$ cat src/rtl/ram_sdp_pkg.sv
`default_nettype none
// ============================================================================
//  Module      : ram_sdp_pkg
//  Description : Shared widths and word/address types for the simple
//                dual-port RAM slice.
//  Revision    : 1.0 - initial release
// ============================================================================
package ram_sdp_pkg;

    localparam int DATA_WIDTH_DEF = 8;
    localparam int ADDR_WIDTH_DEF = 4;

    typedef logic [ADDR_WIDTH_DEF-1:0] addr_t;
    typedef logic [DATA_WIDTH_DEF-1:0] data_t;

endpackage : ram_sdp_pkg
`default_nettype wire

$ cat src/rtl/ram_sdp_if.sv
`default_nettype none
// ============================================================================
//  Module      : ram_sdp_if
//  Description : Signal bundle for the simple dual-port RAM: one write port,
//                one read port, registered read data back to the master.
//  Revision    : 1.0 - initial release
// ============================================================================
interface ram_sdp_if
    import ram_sdp_pkg::*;
#(
    parameter int DATA_WIDTH = DATA_WIDTH_DEF,
    parameter int ADDR_WIDTH = ADDR_WIDTH_DEF
);

    logic                  we;
    logic [ADDR_WIDTH-1:0] wr_addr;
    logic [DATA_WIDTH-1:0] wr_din;
    logic                  re;
    logic [ADDR_WIDTH-1:0] rd_addr;
    logic [DATA_WIDTH-1:0] rd_dout;

    // Requester side: issues writes and reads, receives read data.
    modport master (
        output we,
        output wr_addr,
        output wr_din,
        output re,
        output rd_addr,
        input  rd_dout
    );

    // RAM side.
    modport slave (
        input  we,
        input  wr_addr,
        input  wr_din,
        input  re,
        input  rd_addr,
        output rd_dout
    );

endinterface : ram_sdp_if
`default_nettype wire

$ cat src/rtl/ram_sdp_array.sv
`default_nettype none
// ============================================================================
//  Module      : ram_sdp_array
//  Description : Storage array with synchronous clear, one write port and a
//                combinational read tap. Clear has priority over write.
//  Revision    : 1.0 - initial release
// ============================================================================
module ram_sdp_array
    import ram_sdp_pkg::*;
#(
    parameter int DATA_WIDTH = DATA_WIDTH_DEF,
    parameter int ADDR_WIDTH = ADDR_WIDTH_DEF
) (
    input  wire logic                  clk,
    input  wire logic                  i_clr,
    input  wire logic                  i_we,
    input  wire logic [ADDR_WIDTH-1:0] i_wr_addr,
    input  wire logic [DATA_WIDTH-1:0] i_wr_din,
    input  wire logic [ADDR_WIDTH-1:0] i_rd_addr,
    output logic      [DATA_WIDTH-1:0] o_rd_data
);

    localparam int c_DEPTH = 2 ** ADDR_WIDTH;

    logic [DATA_WIDTH-1:0] r_mem [c_DEPTH];

    // Clear every word, otherwise commit an enabled write.
    always_ff @(posedge clk) begin
        if (i_clr) begin
            for (int i = 0; i < c_DEPTH; i++) begin
                r_mem[i] <= '0;
            end
        end else if (i_we) begin
            r_mem[i_wr_addr] <= i_wr_din;
        end
    end

    // Read tap returns the word as stored before this edge's write.
    assign o_rd_data = r_mem[i_rd_addr];

endmodule : ram_sdp_array
`default_nettype wire

$ cat src/rtl/ram_sdp.sv
`default_nettype none
// ============================================================================
//  Module      : ram_sdp
//  Description : Simple dual-port synchronous RAM, single clock. One write
//                port and one read port operate independently each cycle;
//                read data is registered (1-clock latency) and held while
//                re is low. rst is synchronous, active-low, and clears both
//                the read register and every memory word.
//                Same-address write+read collision is read-first by default.
//                Define RAM_BYPASS_EN for write-first forwarding instead.
//  Revision    : 1.0 - initial release
// ============================================================================
module ram_sdp
    import ram_sdp_pkg::*;
#(
    parameter int DATA_WIDTH = DATA_WIDTH_DEF,
    parameter int ADDR_WIDTH = ADDR_WIDTH_DEF
) (
    input  wire logic  clk,
    input  wire logic  rst,
    ram_sdp_if.slave   bus
);

    logic                  w_rst_cycle;
    logic                  w_wr_en;
    logic                  w_rd_en;
    logic [DATA_WIDTH-1:0] w_mem_rd;
    logic [DATA_WIDTH-1:0] w_rd_next;
    logic [DATA_WIDTH-1:0] r_rd_dout;

    // Enables use ==1'b1 so an unknown we/re never counts as an access;
    // a reset cycle suppresses both ports.
    assign w_rst_cycle = (rst == 1'b0);
    assign w_wr_en     = (rst == 1'b1) && (bus.we == 1'b1);
    assign w_rd_en     = (rst == 1'b1) && (bus.re == 1'b1);

    ram_sdp_array #(
        .DATA_WIDTH (DATA_WIDTH),
        .ADDR_WIDTH (ADDR_WIDTH)
    ) u_array (
        .clk       (clk),
        .i_clr     (w_rst_cycle),
        .i_we      (w_wr_en),
        .i_wr_addr (bus.wr_addr),
        .i_wr_din  (bus.wr_din),
        .i_rd_addr (bus.rd_addr),
        .o_rd_data (w_mem_rd)
    );

`ifdef RAM_BYPASS_EN
    logic w_collide;

    assign w_collide = w_wr_en && w_rd_en && (bus.wr_addr == bus.rd_addr);

    // Forward the incoming write word on a same-address collision.
    always_comb begin
        w_rd_next = w_mem_rd;
        if (w_collide) begin
            w_rd_next = bus.wr_din;
        end
    end
`else
    // Read-first: the tap already shows the pre-write word.
    always_comb begin
        w_rd_next = w_mem_rd;
    end
`endif

    // Read data register: cleared on reset, loaded on read, held otherwise.
    always_ff @(posedge clk) begin
        if (w_rst_cycle) begin
            r_rd_dout <= '0;
        end else if (w_rd_en) begin
            r_rd_dout <= w_rd_next;
        end
    end

    assign bus.rd_dout = r_rd_dout;

endmodule : ram_sdp
`default_nettype wire

$ cat src/flat_wrapper.sv
// flat-port wrapper written by rule: the top's interface ports become plain ports
module ram_sdp_flat import ram_sdp_pkg::*;
#(
    parameter int DATA_WIDTH = DATA_WIDTH_DEF,
    parameter int ADDR_WIDTH = ADDR_WIDTH_DEF
)
  (clk, rst, bus_we, bus_wr_addr, bus_wr_din, bus_re, bus_rd_addr, bus_rd_dout);
  ram_sdp_if #(.DATA_WIDTH(DATA_WIDTH), .ADDR_WIDTH(ADDR_WIDTH)) bus_i ();
  input  wire logic clk;
  input  wire logic rst;
  input wire logic [$bits(bus_i.we)-1:0] bus_we;
  input wire logic [$bits(bus_i.wr_addr)-1:0] bus_wr_addr;
  input wire logic [$bits(bus_i.wr_din)-1:0] bus_wr_din;
  input wire logic [$bits(bus_i.re)-1:0] bus_re;
  input wire logic [$bits(bus_i.rd_addr)-1:0] bus_rd_addr;
  output wire logic [$bits(bus_i.rd_dout)-1:0] bus_rd_dout;
  assign bus_i.we = bus_we;
  assign bus_i.wr_addr = bus_wr_addr;
  assign bus_i.wr_din = bus_wr_din;
  assign bus_i.re = bus_re;
  assign bus_i.rd_addr = bus_rd_addr;
  assign bus_rd_dout = bus_i.rd_dout;
  ram_sdp #(.DATA_WIDTH(DATA_WIDTH), .ADDR_WIDTH(ADDR_WIDTH)) u_core (.clk(clk), .rst(rst), .bus(bus_i));
endmodule
$ cat config.mk
export PLATFORM = sky130hd
export DESIGN_NAME = ram_sdp_flat
export DESIGN_NICKNAME = d
export VERILOG_FILES = /design/src/rtl/ram_sdp_pkg.sv /design/src/rtl/ram_sdp_if.sv /design/src/rtl/ram_sdp_array.sv /design/src/rtl/ram_sdp.sv /design/src/flat_wrapper.sv
export SDC_FILE = /design/constraint.sdc
export NUM_CORES = 1
export LEC_CHECK = 0
export CORE_MARGIN = 3
export CORE_UTILIZATION = 25
export DETAILED_ROUTE_END_ITERATION = 10
export PLACE_DENSITY = 0.41
export SLEW_MARGIN = 20
export SYNTH_ARGS = -nofsm -noshare
export SYNTH_HDL_FRONTEND = slang
export SYNTH_SLANG_ARGS = --single-unit
$ cat constraint.sdc
create_clock -name clk -period 2.2 [get_ports clk]
set_input_delay 0.33 -clock clk [delete_from_list [all_inputs] [get_ports clk]]
set_output_delay 0.33 -clock clk [all_outputs]
set_load 0.02 [all_outputs]
-- After elaboration in Yosys (flattened, before gate mapping)
Memories as Yosys holds them, arrays and structs flattened. A register that Yosys moved wholly into a read port is not among the register bits.
Index checks and enable logic that the tools add are counted.
- muxes and demuxes: 7
- reductions and logical operators: 4
- operator list (kind ; count):
    8-bit two-way mux ; 1
    8-bit OR reduction ; 1
    1-bit two-way mux ; 5
    4-bit two-way mux ; 1
    1-bit logical AND ; 2
    1-bit logical NOT ; 1
- input port bits: 20
- RAM bits: 128
- register bits after elaboration: 0
- logic and storage cells: 12
- memories: 1
- output and inout port bits: 8
- memory list (memory ; words ; bits a word ; read ports ; clocked after Yosys merged registers in ; write ports ; line ; text):
    u_core.u_array.r_mem ; 16 ; 8 ; 1 ; 1 ; 16 ; ram_sdp_array.sv:25 ; logic [DATA_WIDTH-1:0] r_mem [c_DEPTH];

-- Longest topological paths before layout
Gate-level depths: netlist of run 1.
- depth in word-level cells: 6
- mapped depth: 6
- depth with buffers taken out: 4

-- Cells and area by module
A second synthesis of run 1 with hierarchy kept.
- cell total of the unflattened synthesis: 402
- area, all modules: 6153.4 µm²
- modules (own cells, without submodules) (module ; times used ; cells each ; area an instance (µm²) ; seq. area each (µm²)):
    ram_sdp_array ; 1 ; 375 ; 5861.9 ; 3843.7
    ram_sdp ; 1 ; 27 ; 291.5 ; 160.2

-- Least setup slack after synthesis of run 1
No wires, ideal clock.
- path kind: in2reg
- from: input port bus_wr_addr[2]
- to: memory u_core.u_array.r_mem[2][0] in the netlist's numbering, enable pin
- path slack: 0.311 ns
- arrival: 1.505 ns
- buffers on the path: 1
- library setup time: 0.384 ns
- stages on the path: 3
- required time: 1.816 ns
- cell sequence: or3_1 -> buf_6 -> o21ai_0
- RTL lines (item ; line ; text):
    start: declaration ; flat_wrapper.sv:12 ; input wire logic [$bits(bus_i.wr_addr)-1:0] bus_wr_addr;
    end: declaration ; ram_sdp_array.sv:25 ;

==> results of run 1 <==
==> worst max-delay path, delay by kind of cell <==
kind	cells	cell delay, ps
AND/OR/NAND/NOR	3	790
buffers and inverters	3	770
==> layout by cell type, fill, tap and decap left out <==
cell type	instances
a21oi_1	7
a22oi_1	23
a32oi_1	1
and2_1	129
and3_1	1
buf_12	4
buf_4	50
bufinv_16	3
clkbuf_16	17
clkdlybuf4s50_1	26
clkinv_1	2
clkinv_2	4
clkinv_4	1
clkinvlp_4	3
dfxtp_1	8
edfxtp_1	128
inv_6	1
mux2i_1	61
mux4_2	2
nand2_1	16
nand2b_1	6
nand3_1	21
nand3b_1	1
nand4_1	1
nand4b_1	2
nor2_1	10
nor2_4	3
nor2b_1	3
nor3_1	2
nor3_2	1
nor3_4	1
o21ai_0	13
or3_1	1
==> per-layer routing <==
layer	up-vias	track usage (%)
met5	-	0
met4	0	3.268
met3	5	2.598
met2	81	21.61
met1	1863	16.40
li1	1841	-
==> flip-flops by register name (all words and copies together) (netlist names) <==
name                  count
u_core.u_array.r_mem    128
u_core.bus.rd_dout        8
==> kinds of logic after synthesis <==
group	share of synthesized area [%]
compound gates	4.501
buf+inv	2.140
flops	64.01
mux	10.48
simple gates	18.86
==> layout make-up <==
class                           instances  share of cell area [%]
Timing Repair Buffer                   80                   9.146
Tap cell                              324                   5.181
Clock inverter                         14                   2.015
Sequential cell                       136                   51.17
Clock buffer                           17                   5.437
Multi-Input combinational cell        305                   27.05
==> power groups by stage <==
stage | combinational (mW) | clock, mW | sequential (mW)
4_1_cts | 0.553 | 2.88 | 3.03
3_5_place_dp | 0.551 | 0 | 3.09
3_3_place_gp | 0.547 | 0 | 3.09
5_1_grt | 0.586 | 3.00 | 3.05
6_report | 0.540 | 2.82 | 3.03
2_1_floorplan | 0.254 | 0 | 3.08
==> worst max-delay path by stage <==
| stage | slack (ps) | depth (start not counted) | from | end |
|---|---|---|---|---|
| final | 420 | 6 | rst | u_core.u_array.r_mem[4][7] |
| after global routing | 350 | 6 | rst | u_core.u_array.r_mem[5][5] |
| after CTS | 390 | 6 | rst | u_core.u_array.r_mem[4][7] |
| after detailed placement | -40 | 6 | rst | u_core.u_array.r_mem[4][1] |
| after global placement | -30 | 6 | rst | u_core.u_array.r_mem[4][1] |
| after floorplan | 310 | 3 | bus_wr_addr[2] | u_core.u_array.r_mem[2][0] |
==> per-stage QoR <==
stage | cells | hold WS (ps)
finish | 876 | 479.5
global route | 876 | 509.6
CTS | 876 | 488.3
detailed placement | 845 | 461.9
global placement | 845 | 481.7
floorplan | 466 | 521.9
==> out/metrics.yaml, run 1 <==
run_status: "finished, final reports clean"
grt_pass1_vias: 3928
seqPwrFrac_pct: 47.4
finalInstanceArea_um2: 7825
drt_iter0_drc: 178
area_growth_pct: 25.10
r2r_slack_ps: 870
nets: 560
power.share.clock_pct: 44.1
top_layer: "met4"
final_layout_size_suffix_gt1_share_pct: 16.30
synth_commonest_cells: "129 x and2_1, 128 x edfxtp_1, 61 x mux2i_1"
start_util_pct: 25.57
synth_cell_types: 28
crit_path_top_delay_cell: "clkdlybuf4s50_1"
comb_power_share_pct: 8.4
gp_congestion: 0.7407
portBuffers: 27
synth.top_cell.area_share_pct: 61.45
synthTopCellsByArea: "edfxtp_1 61%, and2_1 13%, mux2i_1 9.8%, a22oi_1 2.8%, dfxtp_1 2.6%"
cts_tree: "yes"
cts-hold-fix-buffers: 0
crit_required_ps: 2330
syn_avg_cell_area_um2: 13.42
root_buffer: "clkbuf_16"
setup_violations: 0
total_power_mw: 6.398
m1WireLength_um: 7237
cts.sinks: 136
internal_power_mw: 4.968
multi_input_area_um2: 2117
ys_seq_area_share_pct: 64.01
fin_worst_skew_ps: 9.944
postSynth.asyncResetShare_pct: 0
final-seq-area_um2: 4004
max_slew_margin_pct: 63.07
syn_area_um2: 6255
utilization_pct: 31.99
tightest_slew_ps: 551.9
die_x_um: 164.2
fin_setup_tns_ps: 0
hold_path_class: "reg2reg"
fin_ws_ps: 416.6
wl_um: 16280
antenna_found_initial: 0
power_density_nw_per_um2: 817.6
num_vias: 3790
worst_hold_path.endpoint: "u_core.bus.rd_dout[5]"
dp_hpwl_um: 11630
cts.htree.levels: 4
reg2reg_to: "u_core.bus.rd_dout[1]"
grt_use_total_pct: 12.67
yosys_most_used_dff: "edfxtp_1"
cap_viol_max_count: 0
wl_per_cell_um: 18.59
cts.clk_slew.worst_paths_ps: 60
num_antenna_cells: 0
cts_buffers: 17
whs_path_depth: 2
drc_errors: 0
grt_max_degree: 20
grt_pass1_wl_um: 24450
grt_overflow: 0
fp-row-count: 57
cts_resized: 0
fp.dieArea_um2: 26950
r2r-start: "u_core.u_array.r_mem[8][1]"
crit_path_max_incr_delay_ps: 500
critical_path.cell_chain: "clkdlybuf4s50_1, buf_4, nand4b_1, nor3_1, nand2b_1, buf_12"
reg2regPathDepth: 3
worstSetupEndpointType: "flop"
swShare_pct: 22.35
fin_crit_sh_pct: 81.07
ys_ff_latch: 136
routed-wl-met3_um: 646
syn-num-nets: 486
critPathMaxFanout: 8
post_cts_buffers: 0
max_freq_ghz: 0.5607
yosysWarnings: 0
start_kind: "primary input"
p_leak_nw: 2.898
synth_area_leader_cell: "edfxtp_1"
hp-start: "u_core.bus.rd_dout[5]"
synth_cells: 466
n_fill_cell: 2418
clock_path_buffers: 2
worst_skew_pair.late_latency_ps: 410
critical_path_arrival_ps: 1910
pre_cts_slack_ps: -35.31
synth_edf_count: 128
yosysMostFrequentCell: "and2_1"
crit_type: "in2reg"
wl_met2_um: 8314
vdd_drop_max_v: 0.0004729
drt-pass1-iter-count: 4
place_area_um2: 7242
core_area_um2: 24460
die_h_um: 164.2
min_period_ps: 1783
slew_violations: 0
avgViaCountPerCell: 4.326
ant_nets: 0
power.switching_mw: 1.430
rsz0062_at_grt: "no"
hold_viol: 0
io_pins: 28
Note: power is estimated with default switching activity, not from simulation.
==> run 2: changes to the inputs <==
==> constraint.sdc (replaced) <==
create_clock -name clk -period 1.82 [get_ports clk]
set_input_delay 0.273 -clock clk [delete_from_list [all_inputs] [get_ports clk]]
set_output_delay 0.273 -clock clk [all_outputs]
set_load 0.02 [all_outputs]
==> run 2 against run 1 <==
Register-to-register slack worse by 290 ps. First-iteration DRC count increased by 7.3%. Clock power is 22% higher. Flip-flop and latch count unchanged. Hold slack gained 12 ps. Via count rose by 1.0%. Final cell count is 2.6% higher. Routed wire length down 0.94%. Combinational power rose by 26%. Core utilization grew 0.60 points. Clock skew down 2.3 ps. Highest routed layer unchanged.
==> out/metrics.yaml, run 2 (same netlist as run 1, synthesis figures left out) <==
run_status: "finished, final reports clean"
portBuffers: 27  # unchanged
critical_path_arrival_ps: 1460  # -450 ps
root_buffer: "clkbuf_16"
finalInstanceArea_um2: 7971  # +1.9%
core_area_um2: 24460  # unchanged
tightest_slew_ps: 536.4  # -15.48 ps
nets: 582  # +3.9%
critPathMaxFanout: 2  # -6
hp-start: "u_core.bus.rd_dout[5]"
power_density_nw_per_um2: 975.8  # +19%
post_cts_buffers: 0  # unchanged
cts_tree: "yes"
rsz0062_at_grt: "no"
max_freq_ghz: 0.5757
comb_power_share_pct: 8.7  # +0.3 points
num_vias: 3828  # +1.0%
fp-row-count: 57  # unchanged
area_growth_pct: 27.45
r2r-start: "u_core.u_array.r_mem[3][1]"
cts_buffers: 17  # unchanged
critical_path.cell_chain: "clkdlybuf4s50_1"
fin_crit_sh_pct: 95.44
ant_nets: 0  # unchanged
grt_use_total_pct: 12.74  # +0.078 points
wl_um: 16130  # -0.94%
cts.clk_slew.worst_paths_ps: 60  # about the same
crit_family: "buffers and inverters"
grt_pass1_vias: 4187  # +6.6%
most-common-layout-cells: "129 x and2_1, 128 x edfxtp_1, 74 x buf_4"
grt_pass1_wl_um: 24610  # +0.68%
place_area_um2: 7382  # +1.9%
die_h_um: 164.2  # unchanged
dp_hpwl_um: 11650  # +0.24%
antenna_found_initial: 0  # unchanged
largest_reg_flops: 128  # unchanged
swShare_pct: 22.47  # +0.12 points
worstSetupEndpointType: "output pin"
cts.htree.levels: 4  # unchanged
num_antenna_cells: 0  # unchanged
wl_per_cell_um: 17.94  # -3.5%
final_cells: 899  # +2.6%
crit_path_top_delay_cell: "clkdlybuf4s50_1"
worst-path-buf-inv: 1  # -2
hold_path_class: "reg2reg"
final_layout_size_suffix_gt1_share_pct: 19.30  # +3.0 points
setup_violations: 0  # unchanged
drc_errors: 0  # unchanged
slew_violations: 0  # unchanged
worst_skew_pair.late_latency_ps: 420  # about the same
vdd_drop_max_v: 0.0006177  # +31%
start_util_pct: 25.57  # unchanged
internal_power_mw: 6.031  # +21%
start_kind: "flop"
die_x_um: 164.2  # unchanged
max_slew_margin_pct: 64.11  # +1.0 points
dpl.cell_count: 867  # +2.6%
hold_viol: 0  # unchanged
final_common_cell: "and2_1"
worstSetupStartpoint: "u_core.bus.rd_dout[4]"
drt_iter0_drc: 191  # +7.3%
io_pins: 28  # unchanged
cap_viol_max_count: 0  # unchanged
grt_max_degree: 17  # -15%
gp_congestion: 0.7599  # +2.6%
avgViaCountPerCell: 4.258  # -1.6%
pre_cts_slack_ps: -367.9  # -332.6 ps
fin_worst_skew_ps: 7.647  # -2.298 ps
crit_required_ps: 1550  # -780 ps
p_leak_nw: 2.992  # +3.2%
fin_ws_ps: 82.95  # -333.6 ps
crit_path_max_incr_delay_ps: 650  # +150 ps
n_fill_cell: 2463  # +1.9%
regMostFlops: "u_core.u_array.r_mem"
fp.dieArea_um2: 26950  # unchanged
drt-pass1-iter-count: 4  # unchanged
crit_type: "reg2out"
grt_overflow: 0  # unchanged
seqPwrFrac_pct: 47.2  # -0.2 points
power.switching_mw: 1.748  # +22%
min_period_ps: 1737
power.share.clock_pct: 44.1  # about the same
cts.sinks: 136  # unchanged
clock_path_buffers: 2  # unchanged
-- run 2: per-layer routing --
layer | routed length (um) | track usage [%]
met1 | 6906 | 15.62
met2 | 8175 | 21.76
met3 | 766 | 2.926
met4 | 280 | 4.921
met5 | 0 | 0
-- run 2: tightest hold or removal path: stages, from the launching register on --
cell and delay (ps):
dfxtp_1 330, nand2_1 60, nand3_1 60
-- run 2: final cells by class --
| class | instances | area, um2 | share of cell area [%] |
|---|---|---|---|
| Multi-Input combinational cell | 305 | 2122 | 26.62 |
| Clock inverter | 15 | 158.9 | 1.993 |
| Sequential cell | 136 | 4004 | 50.23 |
| Clock buffer | 17 | 425.4 | 5.337 |
| Tap cell | 324 | 405.4 | 5.086 |
| Timing Repair Buffer | 102 | 855.8 | 10.74 |
-- run 2: metrics by stage --
step | hold WS (ps) | util [%] | setup TNS [ps] | total power, mW
floorplan | 464.9 | - | -289.9 | 4.033
global placement | 482.1 | 30.18 | -36170 | 4.422
detailed placement | 476.3 | 30.18 | -37860 | 4.428
CTS | 496.2 | 32.57 | 0 | 7.850
global route | 511.4 | 32.59 | 0 | 8.063
finish | 491.9 | 32.59 | 0 | 7.778
-- run 2: power by group through the flow --
| stage | Clock, mW | Sequential [mW] | Combinational (mW) |
|---|---|---|---|
| CTS | 3.48 | 3.67 | 0.696 |
| global placement | 0 | 3.73 | 0.688 |
| floorplan | 0 | 3.73 | 0.307 |
| global route | 3.63 | 3.69 | 0.746 |
| finish | 3.43 | 3.67 | 0.679 |
| detailed placement | 0 | 3.74 | 0.693 |
-- run 2: final timing paths --
kind | slack (ps) | end | cells after the start
worst min register to register | 490 | u_core.bus.rd_dout[5] | 2
worst max register to register | 580 | u_core.bus.rd_dout[1] | 3
worst max-delay path | 80 | bus_rd_dout[4] | 1
worst min-delay path | 490 | u_core.bus.rd_dout[5] | 2
-- run 2: what timing repair did --
item,CTS,global route
setup endpoints to repair,0,15
hold buffers,0,0
resized for setup,0,2
==> run 3: changes to the inputs <==
--- a/config.mk
+++ b/config.mk
@@ -8,6 +8,7 @@
 export CORE_MARGIN = 3
 export CORE_UTILIZATION = 25
 export DETAILED_ROUTE_END_ITERATION = 10
+export GPL_TIMING_DRIVEN = 1
 export PLACE_DENSITY = 0.41
 export SLEW_MARGIN = 20
 export SYNTH_ARGS = -nofsm -noshare
==> results of run 3 <==
The final DEF is identical to that of run 2; final timing and power are the same.
==> RTL change: new RTL, settings of run 2 <==
The package constant `ADDR_WIDTH_DEF` goes from 4 to 2.
--- a/src/rtl/ram_sdp_pkg.sv
+++ b/src/rtl/ram_sdp_pkg.sv
@@ -8,7 +8,7 @@
 package ram_sdp_pkg;
 
     localparam int DATA_WIDTH_DEF = 8;
-    localparam int ADDR_WIDTH_DEF = 4;
+    localparam int ADDR_WIDTH_DEF = 2;
 
     typedef logic [ADDR_WIDTH_DEF-1:0] addr_t;
     typedef logic [DATA_WIDTH_DEF-1:0] data_t;
Interface: changed (resized bus_rd_addr and bus_wr_addr); port bits go from 28 to 24. No check against the original RTL was run, so the function may have changed too.
==> RTL change against run 2 <==
Setup slack improved by 0.21 ns. Routed wire length decreased by 76%. Clock skew decreased by 0.0016 ns. Area after synthesis down 72%. Combinational power is 67% lower. First-iteration DRC count decreased by 76%. Sequential power down 71%. Clock power shrank 82%. Total power decreased by 75%. Register-to-register slack gained 0.42 ns. Final area decreased by 72%. Critical path type unchanged. Sequential cell count is 96 lower.
==> RTL change: results (changes against run 2) <==
number of global-route vias before repair=1149 (-73%); pin count of the biggest net entering global routing=17 (unchanged); hpwl dp=2.726 mm (-77%); Synth warnings=0 (unchanged); Synth async-reset ratio=0% (unchanged); CP max stage cell=clkdlybuf4s50_1; worst r2r src=u_core.u_array.r_mem[3][2]$_DFFE_PP_; Worst Tran Pin Value=0.3786 ns (-0.1578 ns); ys flop type=edfxtp_1; worst setup path startpoint=u_core.bus.rd_dout[6]$_SDFFE_PN0P_; input/output buffers=23 (-15%); first-pass GRT wire length=6.161 mm (-75%); Hold EP=u_core.bus.rd_dout[4]$_SDFFE_PN0P_; Antenna diodes=0 (unchanged); drt initial violations=46 (-76%); Biggest register=u_core.u_array.r_mem; number of synthesized flops with an enable pin=32 (-75%); Clock Tree Buf Depth=2 (unchanged); hold slack=0.5172 ns (+0.02525 ns); initial antenna violation count=0 (unchanged); kind of critical path=register to primary output; htree depth=2 (-2); reg2reg end=u_core.bus.rd_dout[2]$_SDFFE_PN0P_; Setup Fix Bufs, Post-CTS=0 (unchanged); share of layout cells above drive strength 1=11.46% (-7.8 points); Seq/Total Area, Yosys=64.60% (+0.59 points); LEAKAGE=0.8441 nW (-72%); hold path cells=2 (unchanged); Worst EP arrival=1.26 ns (-0.20 ns); nets=172 (-70%); CTS Root Cell=clkbuf_8; max incr delay on CP=0.61 ns (-0.04 ns); worst min path class=register to register; synth top area cells=edfxtp_1, dfxtp_1, mux2i_1; placed cell areas=2121 um2 (-71%); # resized after CTS=0 (unchanged); Final Skew=0.006029 ns (-0.001617 ns); RD Place Congestion=0.7268 (-4.4%); Pre-Repair DR Iteration Count=4 (unchanged); per-cell routed wire length=16.87 um (-6.0%); min-delay src=u_core.bus.rd_dout[4]$_SDFFE_PN0P_; Unique masters post-synth=18 (-36%); critical path's top delay family=buffers and inverters; clock buffer count from CTS=5 (-12); Largest register FFs=32 (-75%); worst-path maximum fanout=2 (unchanged); Reg area=1121 um2 (-72%); syn_nets=138 (-72%); Via density=4.675 (+9.8%); worst skew pair latency=0.29 ns (-0.13 ns); reg-to-reg slack, setup=1.00 ns (+0.42 ns); R2R depth=2 (-1); VDD IR max=265.4 uV (-57%); Fillers=656 (-73%); gr usage total=11.05% (-1.7 points); CP Capture Point=bus_rd_dout[6]; outcome=completed; synth cell count leaders=edfxtp_1, and2_1, mux2i_1, nand3b_1
-- RTL change: cell count changes after synthesis, sizes merged, moves of 10 or more --
cell,before,now
nand2,16,2
buf,14,4
nand3,21,2
a22oi,23,0
o21ai,13,1
edfxtp,128,32
and2,129,24
mux2i,61,16
nor2,13,0
-- RTL change: layer usage --
metal / GRT usage [%] / part of all wire (%) / routed length [um] / vias to the layer above
met1: 13.53 / 45 / 1774 / 539
met3: 3.410 / 4.7 / 184 / 5
met4: 4.465 / 1.8 / 71 / 0
met2: 18.08 / 49 / 1917 / 25
met5: 0 / 0 / 0 / -
li1: - / - / - / 525
-- RTL change: cells by family after synthesis --
family / share of synthesized area (%)
simple gates: 19.03
flops: 64.60
mux: 9.228
buf+inv: 2.811
compound gates: 4.326
-- RTL change: metrics by stage --
stage | power (mW) | std cells | setup slack, ns
detailed placement | 1.335 | 226 | 0.03372
global route | 1.999 | 234 | 0.2331
CTS | 1.927 | 234 | 0.2762
global placement | 1.329 | 226 | 0.07402
floorplan | 1.206 | 122 | 0.2832
finish | 1.910 | 234 | 0.2881
-- RTL change: layout make-up --
class / count / area share, %
Timing Repair Buffer: 34 / 15.28
Clock buffer: 8 / 4.075
Tap cell: 77 / 4.358
Multi-Input combinational cell: 75 / 25.58
Sequential cell: 40 / 50.71
-- RTL change: report_power, final --
part	switching [mW]	internal [mW]
clock	0.292	0.309
sequential	0.0232	1.06
combinational	0.112	0.115
